## src/rtl/uart_rx.sv

```systemverilog
// Oversampling UART receiver: 2-flop input synchronizer, start-bit mid-point
// confirmation, LSB-first data deserialization and stop-bit framing check.
module uart_rx #(
  parameter int DATA_BITS = 8,
  parameter int SB_TICK   = 16
) (
  input  logic                 i_clk,
  input  logic                 i_rst,
  input  logic                 i_tick,
  input  logic                 i_rx,
  output logic [DATA_BITS-1:0] o_data,
  output logic                 o_rx_done,
  output logic                 o_frame_err
);

  localparam int S_W = ($clog2(SB_TICK) > 4) ? $clog2(SB_TICK) : 4;
  localparam int N_W = ($clog2(DATA_BITS) > 1) ? $clog2(DATA_BITS) : 1;

  typedef enum logic [1:0] {IDLE, START, DATA, STOP} state_t;

  state_t               state_q, state_d;
  logic [S_W-1:0]       s_q, s_d;
  logic [N_W-1:0]       n_q, n_d;
  logic [DATA_BITS-1:0] b_q, b_d;
  logic                 stop_bit_q, stop_bit_d;
  logic                 sync1_q, sync1_d;
  logic                 rx_s_q, rx_s_d;
  logic [DATA_BITS-1:0] data_q, data_d;
  logic                 done_q, done_d;
  logic                 ferr_q, ferr_d;

  always_ff @(posedge i_clk) begin
    if (i_rst) begin
      state_q    <= IDLE;
      s_q        <= '0;
      n_q        <= '0;
      b_q        <= '0;
      stop_bit_q <= 1'b0;
      sync1_q    <= 1'b1;
      rx_s_q     <= 1'b1;
      data_q     <= '0;
      done_q     <= 1'b0;
      ferr_q     <= 1'b0;
    end else begin
      state_q    <= state_d;
      s_q        <= s_d;
      n_q        <= n_d;
      b_q        <= b_d;
      stop_bit_q <= stop_bit_d;
      sync1_q    <= sync1_d;
      rx_s_q     <= rx_s_d;
      data_q     <= data_d;
      done_q     <= done_d;
      ferr_q     <= ferr_d;
    end
  end

  always_comb begin
    state_d    = state_q;
    s_d        = s_q;
    n_d        = n_q;
    b_d        = b_q;
    stop_bit_d = stop_bit_q;
    sync1_d    = i_rx;
    rx_s_d     = sync1_q;
    data_d     = data_q;
    done_d     = 1'b0;
    ferr_d     = ferr_q;

    case (state_q)
      // Start detection is immediate; every later step waits for a tick.
      IDLE: begin
        if (!rx_s_q) begin
          state_d = START;
          s_d     = '0;
        end
      end
      START: begin
        if (i_tick) begin
          if (s_q == S_W'(7)) begin
            if (!rx_s_q) begin
              state_d = DATA;
              s_d     = '0;
              n_d     = '0;
            end else begin
              state_d = IDLE;
            end
          end else begin
            s_d = s_q + S_W'(1);
          end
        end
      end
      DATA: begin
        if (i_tick) begin
          if (s_q == S_W'(15)) begin
            s_d = '0;
            b_d = {rx_s_q, b_q[DATA_BITS-1:1]};
            if (n_q == N_W'(DATA_BITS - 1)) begin
              state_d = STOP;
            end else begin
              n_d = n_q + N_W'(1);
            end
          end else begin
            s_d = s_q + S_W'(1);
          end
        end
      end
      STOP: begin
        if (i_tick) begin
          if (s_q == S_W'(7)) begin
            stop_bit_d = rx_s_q;
          end
          // A bad stop bit still publishes the word, flagged as a framing error.
          if (s_q == S_W'(SB_TICK - 1)) begin
            state_d = IDLE;
            data_d  = b_q;
            ferr_d  = ~stop_bit_q;
            done_d  = 1'b1;
          end else begin
            s_d = s_q + S_W'(1);
          end
        end
      end
      default: state_d = IDLE;
    endcase
  end

  assign o_data      = data_q;
  assign o_rx_done   = done_q;
  assign o_frame_err = ferr_q;

endmodule

```

## config.mk

```make
export PLATFORM = sky130hd
export DESIGN_NAME = uart_rx
export DESIGN_NICKNAME = d
export VERILOG_FILES = /design/src/rtl/uart_rx.sv
export SDC_FILE = /design/constraint.sdc
export NUM_CORES = 1
export LEC_CHECK = 0
export ABC_AREA = 1
export BUFFER_PORTS_ARGS = -buffer_cell sky130_fd_sc_hd__buf_4
export CORE_MARGIN = 2
export CORE_UTILIZATION = 50
export DETAILED_ROUTE_END_ITERATION = 10
export GPL_ROUTABILITY_DRIVEN = 1
export PLACE_DENSITY = 0.72
export SLEW_MARGIN = 30
export SYNTH_ARGS = -nofsm -noshare
export SYNTH_HDL_FRONTEND = slang
export SYNTH_SLANG_ARGS = --single-unit
```

## constraint.sdc

```tcl
create_clock -name i_clk -period 1.2 [get_ports i_clk]
set_input_delay 0.06 -clock i_clk [delete_from_list [all_inputs] [get_ports i_clk]]
set_output_delay 0.06 -clock i_clk [all_outputs]
set_load 0.1 [all_outputs]
```

# ---- Word level (Yosys, flattened, before mapping)
# Index checks and enable logic that the tools add are counted.
dict set report classes {
  muxes 26
  n_addsub 2
  eq_ne 17
  n_bitwise 3
  n_reduce_logical 9
}
# operator count
set ops {}
lappend ops {{4-bit two-way mux} 7}
lappend ops {{2-bit inequality test (second input constant)} 11}
lappend ops {{2-bit two-way mux} 9}
lappend ops {{3-bit two-way mux} 6}
lappend ops {{4-bit case mux with 4 select lines} 1}
lappend ops {{3-bit AND reduction} 3}
lappend ops {{2-bit case mux with 4 select lines} 1}
lappend ops {{8-bit AND reduction} 1}
lappend ops {{7-bit AND reduction} 1}
lappend ops {{3-bit case mux with 2 select lines} 1}
lappend ops {{4-bit by 1-bit adder with 4-bit output (second input constant)} 1}
lappend ops {{2-bit equality test (second input constant)} 2}
lappend ops {{4-bit by 3-bit equality test with 1-bit output (second input constant)} 1}
lappend ops {{4-bit equality test (second input constant)} 1}
lappend ops {{4-bit AND reduction} 1}
lappend ops {{3-bit by 1-bit adder with 3-bit output (second input constant)} 1}
lappend ops {{3-bit equality test (second input constant)} 1}
lappend ops {{1-bit inverter} 3}
lappend ops {{3-bit OR reduction} 1}
lappend ops {{2-bit by 1-bit equality test with 1-bit output (second input constant)} 1}
lappend ops {{2-bit logical NOT} 1}
lappend ops {{2-bit nonzero test} 1}
lappend ops {{1-bit two-way mux} 1}
dict set report word_totals {
  out_inout_bits 10
  regBits 30
}

# ---- Longest topological paths before layout
# Gate-level depths: netlist of run 1.
dict set report logic_depth {
  ltp_word 5
  ltp_mapped 9
}

# ---- Worst setup path before layout of run 1
# Ideal clock, no wire load.
dict set report synth_timing {
  path_kind {flip-flop to flip-flop}
  from {register s_q[0]}
  to {register (tool-made name)}
  t_arrival_ps 1167
  setup_ps 129
  period_less_slack_ps 1295
  required_time_ps 1071
  path_stages_with_launch 9
  slack_ps -95
  cell_sequence {dfxtp_1 -> ha_1 -> nand3_1 -> nand2_1 -> nand2_1 -> nor2_1 -> nand3_1 -> nand2_1 -> a21oi_1}
}
# element line_no
set synth_lines {}
lappend synth_lines {{start, declared} 22} ;# logic [S_W-1:0] s_q, s_d;
lappend synth_lines {{start signal, assigned} 35} ;# s_q <= '0;
lappend synth_lines {{start signal, assigned} 46} ;# s_q <= s_d;

==> results of run 1 <==
==> final timing paths <==
| kind | startpoint | cells after the start | to |
|---|---|---|---|
| max | s_q[1]$_SDFFE_PP0P_ | 8 | flip-flop |
| min reg2reg | rx_s_d$_SDFF_PP1_ | 1 | rx_s_q$_SDFF_PP1_ |
| min | i_tick | 4 | b_q[4]$_SDFFE_PP0P_ |
| max reg2reg | s_q[1]$_SDFFE_PP0P_ | 8 | flip-flop |
==> per-stage QoR <==
| stage | util, % | total power [uW] | setup TNS, ps | area, um^2 | std cells |
|---|---|---|---|---|---|
| after global routing | 74.3 | 2350 | -3180 | 1840 | 242 |
| final | 74.3 | 2250 | -1510 | 1840 | 242 |
| after floorplan | - | 1250 | 0 | 1370 | 180 |
| after detailed placement | 64.4 | 1350 | -2260 | 1600 | 232 |
| after global placement | 64.4 | 1340 | -989 | 1600 | 232 |
| after CTS | 73.0 | 2240 | -1280 | 1810 | 242 |
==> cell usage in the layout, fill, tap and decap left out, types with 2 or more instances in the layout <==
cell type and instances:
sky130_fd_sc_hd__nand3_4 3, sky130_fd_sc_hd__nor3_2 2, sky130_fd_sc_hd__o21ai_2 4, sky130_fd_sc_hd__dfxtp_1 15, sky130_fd_sc_hd__or2_2 2, sky130_fd_sc_hd__nor2_4 4, sky130_fd_sc_hd__ha_4 3, sky130_fd_sc_hd__o21ai_1 14
sky130_fd_sc_hd__nand3_2 2, sky130_fd_sc_hd__buf_4 25, sky130_fd_sc_hd__dfxtp_4 2, sky130_fd_sc_hd__a21oi_2 4, sky130_fd_sc_hd__inv_6 2, sky130_fd_sc_hd__nand2_4 2, sky130_fd_sc_hd__nand2_2 9, sky130_fd_sc_hd__a21oi_1 4
sky130_fd_sc_hd__dlygate4sd3_1 2, sky130_fd_sc_hd__nor2_1 45, sky130_fd_sc_hd__clkbuf_4 5, sky130_fd_sc_hd__nor2_2 3, sky130_fd_sc_hd__nand2_1 21, sky130_fd_sc_hd__o21ai_0 2, sky130_fd_sc_hd__nand3_1 4, sky130_fd_sc_hd__inv_1 10
sky130_fd_sc_hd__dfxtp_2 13
==> logic make-up after synthesis <==
group / after synthesis / synth area share (%)
compound gates: 29 / 12.3
xor+xnor: 1 / 0.672
fa+ha+maj: 3 / 2.88
buf+inv: 18 / 5.57
flops: 30 / 46.1
simple gates: 99 / 32.5
==> timing repair <==
| item | in CTS | in global routing |
|---|---|---|
| buffers inserted | 1 | 0 |
| hold endpoints to repair | 7 | 0 |
| pin swaps | 10 | 11 |
| hold buffers | 2 | 0 |
| setup endpoints to repair | 27 | 27 |
| gates resized for setup | 32 | 20 |
==> per-layer routing <==
| metal | GRT usage (%) | part of all wire, % | vias up |
|---|---|---|---|
| li1 | - | - | 641 |
| met2 | 39.3 | 50 | 27 |
| met5 | 0 | 0 | - |
| met3 | 8.87 | 4.2 | 6 |
| met1 | 25.0 | 43 | 529 |
| met4 | 10.2 | 2.0 | 0 |
==> report_power, final <==
part | internal [uW] | switching [uW] | total [uW] | leakage, uW
clock | 484 | 355 | 839 | 0.0000443
combinational | 149 | 201 | 350 | 0.000479
sequential | 1030 | 37.4 | 1060 | 0.000251
total | 1660 | 593 | 2250 | 0.000774
==> worst max-delay path, cell delays in order, from the launching register on <==
cell and delay (ps):
sky130_fd_sc_hd__dfxtp_2 360, sky130_fd_sc_hd__ha_4 180, sky130_fd_sc_hd__nand3_4 140, sky130_fd_sc_hd__nand2_4 110, sky130_fd_sc_hd__nand2_2 70, sky130_fd_sc_hd__nor2_4 140, sky130_fd_sc_hd__nand3_2 90, sky130_fd_sc_hd__nand2_2 80
sky130_fd_sc_hd__a21oi_2 60
==> registers in the layout, indices dropped and copies added (netlist names), named ones only <==
name and cells:
state_q 1, b_q 8, stop_bit_q 1, o_frame_err 1
o_rx_done 1, o_data 8, rx_s_q 1, s_q 4
rx_s_d 1, n_q 3
==> area by class of cell <==
| cell class | count | share of cell area [%] |
|---|---|---|
| well taps | 30 | 2.04 |
| inverters | 15 | 4.01 |
| multi-input cells | 132 | 43.3 |
| clock inverters | 1 | 1.63 |
| flip-flops and latches | 30 | 33.9 |
| repair buffers | 28 | 12.4 |
| clock buffers | 6 | 2.79 |
==> flow_summary.yaml, run 1 <==
outcome:
  status: "finished with violations"
  violations_in_the_final_reports: "negative setup slack"
sta:
  hold_slack_ps: 173
  finalSetupViolations: 26
  setup_slack_ps: -126
  max_slew.worst_pin.slew_ps: 279
  post_layout_minimum_cycle_time_ps: 1330
  timing.slew.headroom_pct: 81.6
  slew_violations: 0
  upper_clock_frequency_limit_mhz: 754
  fin_crit_sh_pct: 111
  timing_hold_violations_final: 0
  grt_setup_unrepaired: "true"
  finalClockSkew_ps: 5.91
synth:
  synth.largest_area_cell: "sky130_fd_sc_hd__dfxtp_1"
  netlist.area_leader.share_pct: 46.1
  yosys-top-cells-area: "sky130_fd_sc_hd__dfxtp_1, sky130_fd_sc_hd__nor2_1, sky130_fd_sc_hd__nand2_1"
  syn_avg_cell_area_um2: 7.24
  ys_seq_area_share_pct: 46.1
  synthesis.area_um2: 1300
  asyncSetResetFlopFracSynth_pct: 0
  synth_warnings: 0
  mappedNetlistNets: 187
  synth.cells.most_frequent: "sky130_fd_sc_hd__nor2_1, sky130_fd_sc_hd__nand2_1, sky130_fd_sc_hd__dfxtp_1, sky130_fd_sc_hd__o21ai_0, sky130_fd_sc_hd__inv_1"
  yosys_most_used_dff: "sky130_fd_sc_hd__dfxtp_1"
  synthDistinctLibCells: 24
  yosys.cell_count.top_type: "sky130_fd_sc_hd__nor2_1"
  ys_seq_elements: 30
  synth-edff-count: 0
  postSynthCellCount: 180
global_routing:
  grt_pass1_vias: 1059
  antenna_found_initial: 0
  globalRouteOverflowTotal: 0
  wire_length_of_the_first_global_routing_pass_um: 4680
  grtUsageTotal_pct: 22.9
  grt_max_degree: 21
cts:
  tritoncts_clock_tree: "done"
  cts_num_sinks: 30
  cts-buffers-inserted: 5
  clkLatencyLatePin_ps: 340
  cts_buffer_depth: 2
  clk_root_buffer_cell: "sky130_fd_sc_hd__clkbuf_4"
  path_clk_slew_ps: 90
  htreeDepth: 2
floorplan:
  dieArea_um2: 3030
  die_width_um: 55.1
  initial_core_util_pct: 52.6
  number_of_placement_rows: 18
  ios: 14
  fp.dieH_um: 55.1
  core_ar_um2: 2480
placed_design:
  detailedPlacementHpwl_um: 2030
  gp_congestion: 0.765
  port_buffers: 13
  dp_worst_setup_slack_ps: -138
cells_and_area:
  finalNetCount: 219
  post_route_cells_drive_above_1_share_pct: 43.4
  final.fill_count: 188
  antenna_cells_inserted: 0
  multi_input_area_um2: 797
  syn2layout_area_growth_pct: 41.3
  final-seq-area_um2: 624
route:
  route.detailed.wl_per_inst_um: 12.4
  drcViolationCount: 0
  drt_pass1_iterations: 4
  sum_of_routed_wire_length_over_all_layers_um: 3000
  first_iter_violations: 19
  vias: 1203
  final_antenna_net_count: 0
  viasPerCell: 4.97
setup_path:
  r2r_slack_ps: -130
  worst_setup_path_start_kind: "flip-flop"
  worstPathRequired_ps: 1440
  cp.arrival_ps: 1560
  cp-end-kind: "flip-flop"
  timing.critical_path.fanout_max: 3
  worst-setup-path-type: "flip-flop to flip-flop"
power_and_ir_drop:
  power_leakage_uw: 0.000774
  power_per_standard_cell_area_nw_per_um2: 1220
  ir_drop_mv: 0.968
min_path:
  type_of_the_worst_min_delay_path: "primary input to flip-flop"
run:
  drv_cap: 0
No activity file was read; power rests on OpenSTA's default activity.
==> run 2: changes to the inputs <==
--- a/config.mk
+++ b/config.mk
@@ -18 +18,2 @@
 export SYNTH_SLANG_ARGS = --single-unit
+export TNS_END_PERCENT = 5
--- a/constraint.sdc
+++ b/constraint.sdc
@@ -3,2 +3,2 @@
 set_output_delay 0.06 -clock i_clk [all_outputs]
-set_load 0.1 [all_outputs]
+set_load 0.005 [all_outputs]
==> flow_summary.yaml, run 2 (synthesized netlist as in run 1, its figures left out) <==
sta:
  finalSetupViolations: 20
  grt_setup_unrepaired: "true"
  setup_slack_ps: -79.9
  timing_hold_violations_final: 0
  timing.slew.headroom_pct: 84.1
  finalClockSkew_ps: 9.57
  max_slew.worst_pin.slew_ps: 238
  slew_violations: 0
  post_layout_minimum_cycle_time_ps: 1280
  upper_clock_frequency_limit_mhz: 781
  fin_crit_sh_pct: 107
placed_design:
  detailedPlacementHpwl_um: 1950
  place_inst: 234
  placed_cell_area_um2: 1590
  port_buffers: 13
  gp_congestion: 0.757
floorplan:
  core_ar_um2: 2480
  die_width_um: 55.1
  dieArea_um2: 3030
  ios: 14
  fp.dieH_um: 55.1
  number_of_placement_rows: 18
  initial_core_util_pct: 52.6
global_routing:
  wire_length_of_the_first_global_routing_pass_um: 4620
  grt_pass1_vias: 1098
  antenna_found_initial: 0
  grtUsageTotal_pct: 22.0
  globalRouteOverflowTotal: 0
  grt_max_degree: 12
outcome:
  status: "finished with violations"
  violations_in_the_final_reports: "negative setup slack"
route:
  route.detailed.wl_per_inst_um: 11.8
  viasPerCell: 5.04
  vias: 1224
  drt_pass1_iterations: 4
  drcViolationCount: 0
  first_iter_violations: 19
  final_antenna_net_count: 0
  sum_of_routed_wire_length_over_all_layers_um: 2860
cts:
  clk_root_buffer_cell: "sky130_fd_sc_hd__clkbuf_4"
  clkLatencyLatePin_ps: 330
  post_cts_buffers: 0
  cts_buffer_depth: 2
  cts-buffers-inserted: 5
  cts_num_sinks: 30
  tritoncts_clock_tree: "done"
  htreeDepth: 2
  path_clk_slew_ps: 100
power_and_ir_drop:
  power_frac_comb_pct: 15.5
  switching_share_pct: 26.1
  ir_drop_mv: 1.23
  seq_power_share_pct: 47.5
  p_clk_share_pct: 37.0
  power_dissipated_by_switching_net_loads_uw: 584
  power_leakage_uw: 0.000771
  cell_internal_pwr_uw: 1660
  power_per_standard_cell_area_nw_per_um2: 1240
cells_and_area:
  antenna_cells_inserted: 0
  layout_commonest_cell: "sky130_fd_sc_hd__nor2_1"
  final.fill_count: 221
  finalNetCount: 220
  core_occupancy_in_the_finished_layout_pct: 73.1
  multi_input_area_um2: 788
  post_route_cells_drive_above_1_share_pct: 38.5
  layout.cells.most_common_list: "sky130_fd_sc_hd__nor2_1, sky130_fd_sc_hd__buf_4, sky130_fd_sc_hd__dfxtp_1"
  finalNonFillerCells: 243
  design_area_final_um2: 1810
  final-seq-area_um2: 613
  syn2layout_area_growth_pct: 38.9
setup_path:
  worst-setup-path-type: "flip-flop to flip-flop"
  timing.critical_path.fanout_max: 3
  cp-end-kind: "flip-flop"
  reg2reg_depth: 8
  cp.arrival_ps: 1510
  worstPathRequired_ps: 1430
  worst_setup_path_start_kind: "flip-flop"
run:
  drv_cap: 0
min_path:
  type_of_the_worst_min_delay_path: "primary input to flip-flop"
  worstHoldPathCells: 4
[run 2: metrics by stage]
step | worst slack [ps] | power, uW | setup TNS [ps] | hold slack, ps
2_1_floorplan | 5.39 | 1250 | 0 | 164
3_3_place_gp | -76.9 | 1350 | -1190 | 247
3_5_place_dp | -108 | 1360 | -1960 | 250
4_1_cts | -56.4 | 2230 | -311 | -58.6
5_1_grt | -148 | 2340 | -2700 | 182
6_report | -79.9 | 2240 | -689 | 170
[run 2: layout make-up]
class                           count  area share [%]
Clock buffer                        6            2.83
Clock inverter                      1            1.66
Inverter                           15            3.73
Multi-Input combinational cell    132            43.5
Sequential cell                    30            33.9
Tap cell                           30            2.07
Timing Repair Buffer               29            12.3
[run 2: what timing repair did]
item | CTS | global route
pin swaps | 8 | 8
endpoints found under the hold margin | 7 | 6
endpoints found under the setup margin | 26 | 26
resized for setup | 25 | 16
hold buffers | 1 | 1
[run 2: layer usage]
layer	routed length, um	track usage (%)	vias to the layer above
met5	0	0	-
met4	40	9.35	0
met3	134	8.33	6
met2	1480	36.1	27
met1	1210	25.6	554
li1	-	-	637
[run 2: power groups by stage]
stage | Sequential, uW | Combinational (uW) | Clock [uW]
global placement | 1080 | 268 | 0
detailed placement | 1080 | 275 | 0
global route | 1070 | 384 | 891
finish | 1060 | 347 | 828
floorplan | 1080 | 178 | 0
CTS | 1060 | 316 | 849
[run 2: critical path: stages (launching register included)]
cell,delay (ps)
sky130_fd_sc_hd__dfxtp_2,360
sky130_fd_sc_hd__ha_4,180
sky130_fd_sc_hd__nand3_4,120
sky130_fd_sc_hd__nand2_2,110
sky130_fd_sc_hd__nand2_2,60
sky130_fd_sc_hd__nor2_4,140
sky130_fd_sc_hd__nand3_2,100
sky130_fd_sc_hd__nand2_1,80
sky130_fd_sc_hd__nor2_1,40
[run 2: final timing paths]
path                        from                 endpoint  slack [ps]
max          s_q[1]$_SDFFE_PP0P_  state_q[0]$_SDFFE_PP0P_         -80
min                       i_tick      b_q[2]$_SDFFE_PP0P_         170
max reg2reg  s_q[1]$_SDFFE_PP0P_  state_q[0]$_SDFFE_PP0P_         -80
min reg2reg    rx_s_d$_SDFF_PP1_        rx_s_q$_SDFF_PP1_         430
==> run 3: changes to the inputs <==
Settings changed: SKIP_CTS_REPAIR_TIMING set to 1.
==> flow_summary.yaml, run 3 (synthesized netlist as in run 1, its figures left out) <==
outcome:
  status: "finished with violations"
  violations_in_the_final_reports: "negative setup slack"
route:
  route.detailed.wl_per_inst_um: 11.7
  sum_of_routed_wire_length_over_all_layers_um: 2870
  final_antenna_net_count: 0
  vias: 1221
  viasPerCell: 4.98
  drt_pass1_iterations: 4
  first_iter_violations: 30
  drcViolationCount: 0
power_and_ir_drop:
  p_clk_share_pct: 37.2
  power_per_standard_cell_area_nw_per_um2: 1230
  seq_power_share_pct: 47.8
  power_leakage_uw: 0.000776
  switching_share_pct: 26.1
  cell_internal_pwr_uw: 1650
  power_frac_comb_pct: 15.0
  power_dissipated_by_switching_net_loads_uw: 581
  ir_drop_mv: 1.19
min_path:
  type_of_the_worst_min_delay_path: "primary input to flip-flop"
cells_and_area:
  post_route_cells_drive_above_1_share_pct: 35.8
  layout.cells.most_common_list: "sky130_fd_sc_hd__nor2_1, sky130_fd_sc_hd__buf_4, sky130_fd_sc_hd__nand2_1"
  antenna_cells_inserted: 0
  final.fill_count: 215
  finalNetCount: 222
  layout_commonest_cell: "sky130_fd_sc_hd__nor2_1"
  syn2layout_area_growth_pct: 38.8
  core_occupancy_in_the_finished_layout_pct: 73.0
placed_design:
  port_buffers: 13
  gp_congestion: 0.757
  detailedPlacementHpwl_um: 1950
sta:
  setup_slack_ps: -119
  post_layout_minimum_cycle_time_ps: 1320
  finalSetupViolations: 20
  timing_hold_violations_final: 0
  hold_slack_ps: 170
  max_slew.worst_pin.slew_ps: 268
  upper_clock_frequency_limit_mhz: 758
  slew_violations: 0
  finalClockSkew_ps: 6.05
  grt_setup_unrepaired: "true"
  timing.slew.headroom_pct: 82.1
  fin_crit_sh_pct: 110
global_routing:
  antenna_found_initial: 0
  globalRouteOverflowTotal: 0
  grtUsageTotal_pct: 20.3
  grt_pass1_vias: 1026
  grt_max_degree: 12
  wire_length_of_the_first_global_routing_pass_um: 4260
setup_path:
  cp.arrival_ps: 1580
  worstPathRequired_ps: 1460
  worst-setup-path-type: "flip-flop to flip-flop"
  cp-end-kind: "flip-flop"
  worst_setup_path_start_kind: "flip-flop"
  timing.critical_path.fanout_max: 7
run:
  drv_cap: 0
cts:
  htreeDepth: 2
  cts-buffers-inserted: 5
  cts_buffer_depth: 2
  cts_num_sinks: 30
  path_clk_slew_ps: 90
  tritoncts_clock_tree: "done"
  clk_root_buffer_cell: "sky130_fd_sc_hd__clkbuf_4"
  clkLatencyLatePin_ps: 330
floorplan:
  fp.dieH_um: 55.1
  dieArea_um2: 3030
  ios: 14
  number_of_placement_rows: 18
  core_ar_um2: 2480
  initial_core_util_pct: 52.6
  die_width_um: 55.1
[run 3: layout make-up]
| cell class | instances | area, um^2 | share of cell area [%] |
|---|---|---|---|
| multi-input combinational | 132 | 773 | 42.7 |
| timing repair buffer | 31 | 238 | 13.1 |
| tap | 30 | 37.5 | 2.07 |
| inverter | 15 | 66.3 | 3.67 |
| clock inverter | 1 | 30.0 | 1.66 |
| sequential | 30 | 613 | 33.9 |
| clock buffer | 6 | 51.3 | 2.84 |
[run 3: power groups by stage]
stage               clock network (uW)  registers (uW)  logic (uW)
finish                             829            1060         335
global route                       890            1070         367
CTS                                850            1060         278
detailed placement                   0            1080         275
global placement                     0            1080         268
floorplan                            0            1080         178
[run 3: stage by stage]
| stage | std cells | total power (uW) | setup TNS (ps) | setup slack [ps] | area (um^2) |
|---|---|---|---|---|---|
| 2_1_floorplan | 180 | 1250 | 0 | 5.39 | 1360 |
| 3_3_place_gp | 234 | 1350 | -1190 | -76.9 | 1590 |
| 3_5_place_dp | 234 | 1360 | -1960 | -108 | 1590 |
| 4_1_cts | 241 | 2180 | -2590 | -150 | 1670 |
| 5_1_grt | 245 | 2330 | -2910 | -202 | 1810 |
| 6_report | 245 | 2230 | -1040 | -119 | 1810 |
[run 3: worst max-delay path, cell delays in order (launching register included)]
cell and delay (ps):
sky130_fd_sc_hd__dfxtp_4 400, sky130_fd_sc_hd__inv_2 70, sky130_fd_sc_hd__nor2_4 220, sky130_fd_sc_hd__nand2_4 100, sky130_fd_sc_hd__nand3_1 130, sky130_fd_sc_hd__nand2_1 80, sky130_fd_sc_hd__inv_2 70, sky130_fd_sc_hd__nand2_1 50
sky130_fd_sc_hd__a21oi_1 120
[run 3: worst paths after layout]
kind / to / slack (ps) / start / cells past startpoint
hold / removal: b_q[2]$_SDFFE_PP0P_ / 170 / i_tick / 4
setup reg to reg: s_q[1]$_SDFFE_PP0P_ / -120 / flip-flop / 8
hold reg to reg: rx_s_q$_SDFF_PP1_ / 430 / rx_s_d$_SDFF_PP1_ / 1
setup / recovery: s_q[1]$_SDFFE_PP0P_ / -120 / flip-flop / 8
[run 3: metal layers]
layer  vias up  global-route usage (%)  routed length [um]
met3         6                    8.06                 140
met4         0                    7.32                  45
met2        30                    33.5                1490
met5         -                       0                   0
li1        642                       -                   -
met1       543                    23.8                1200
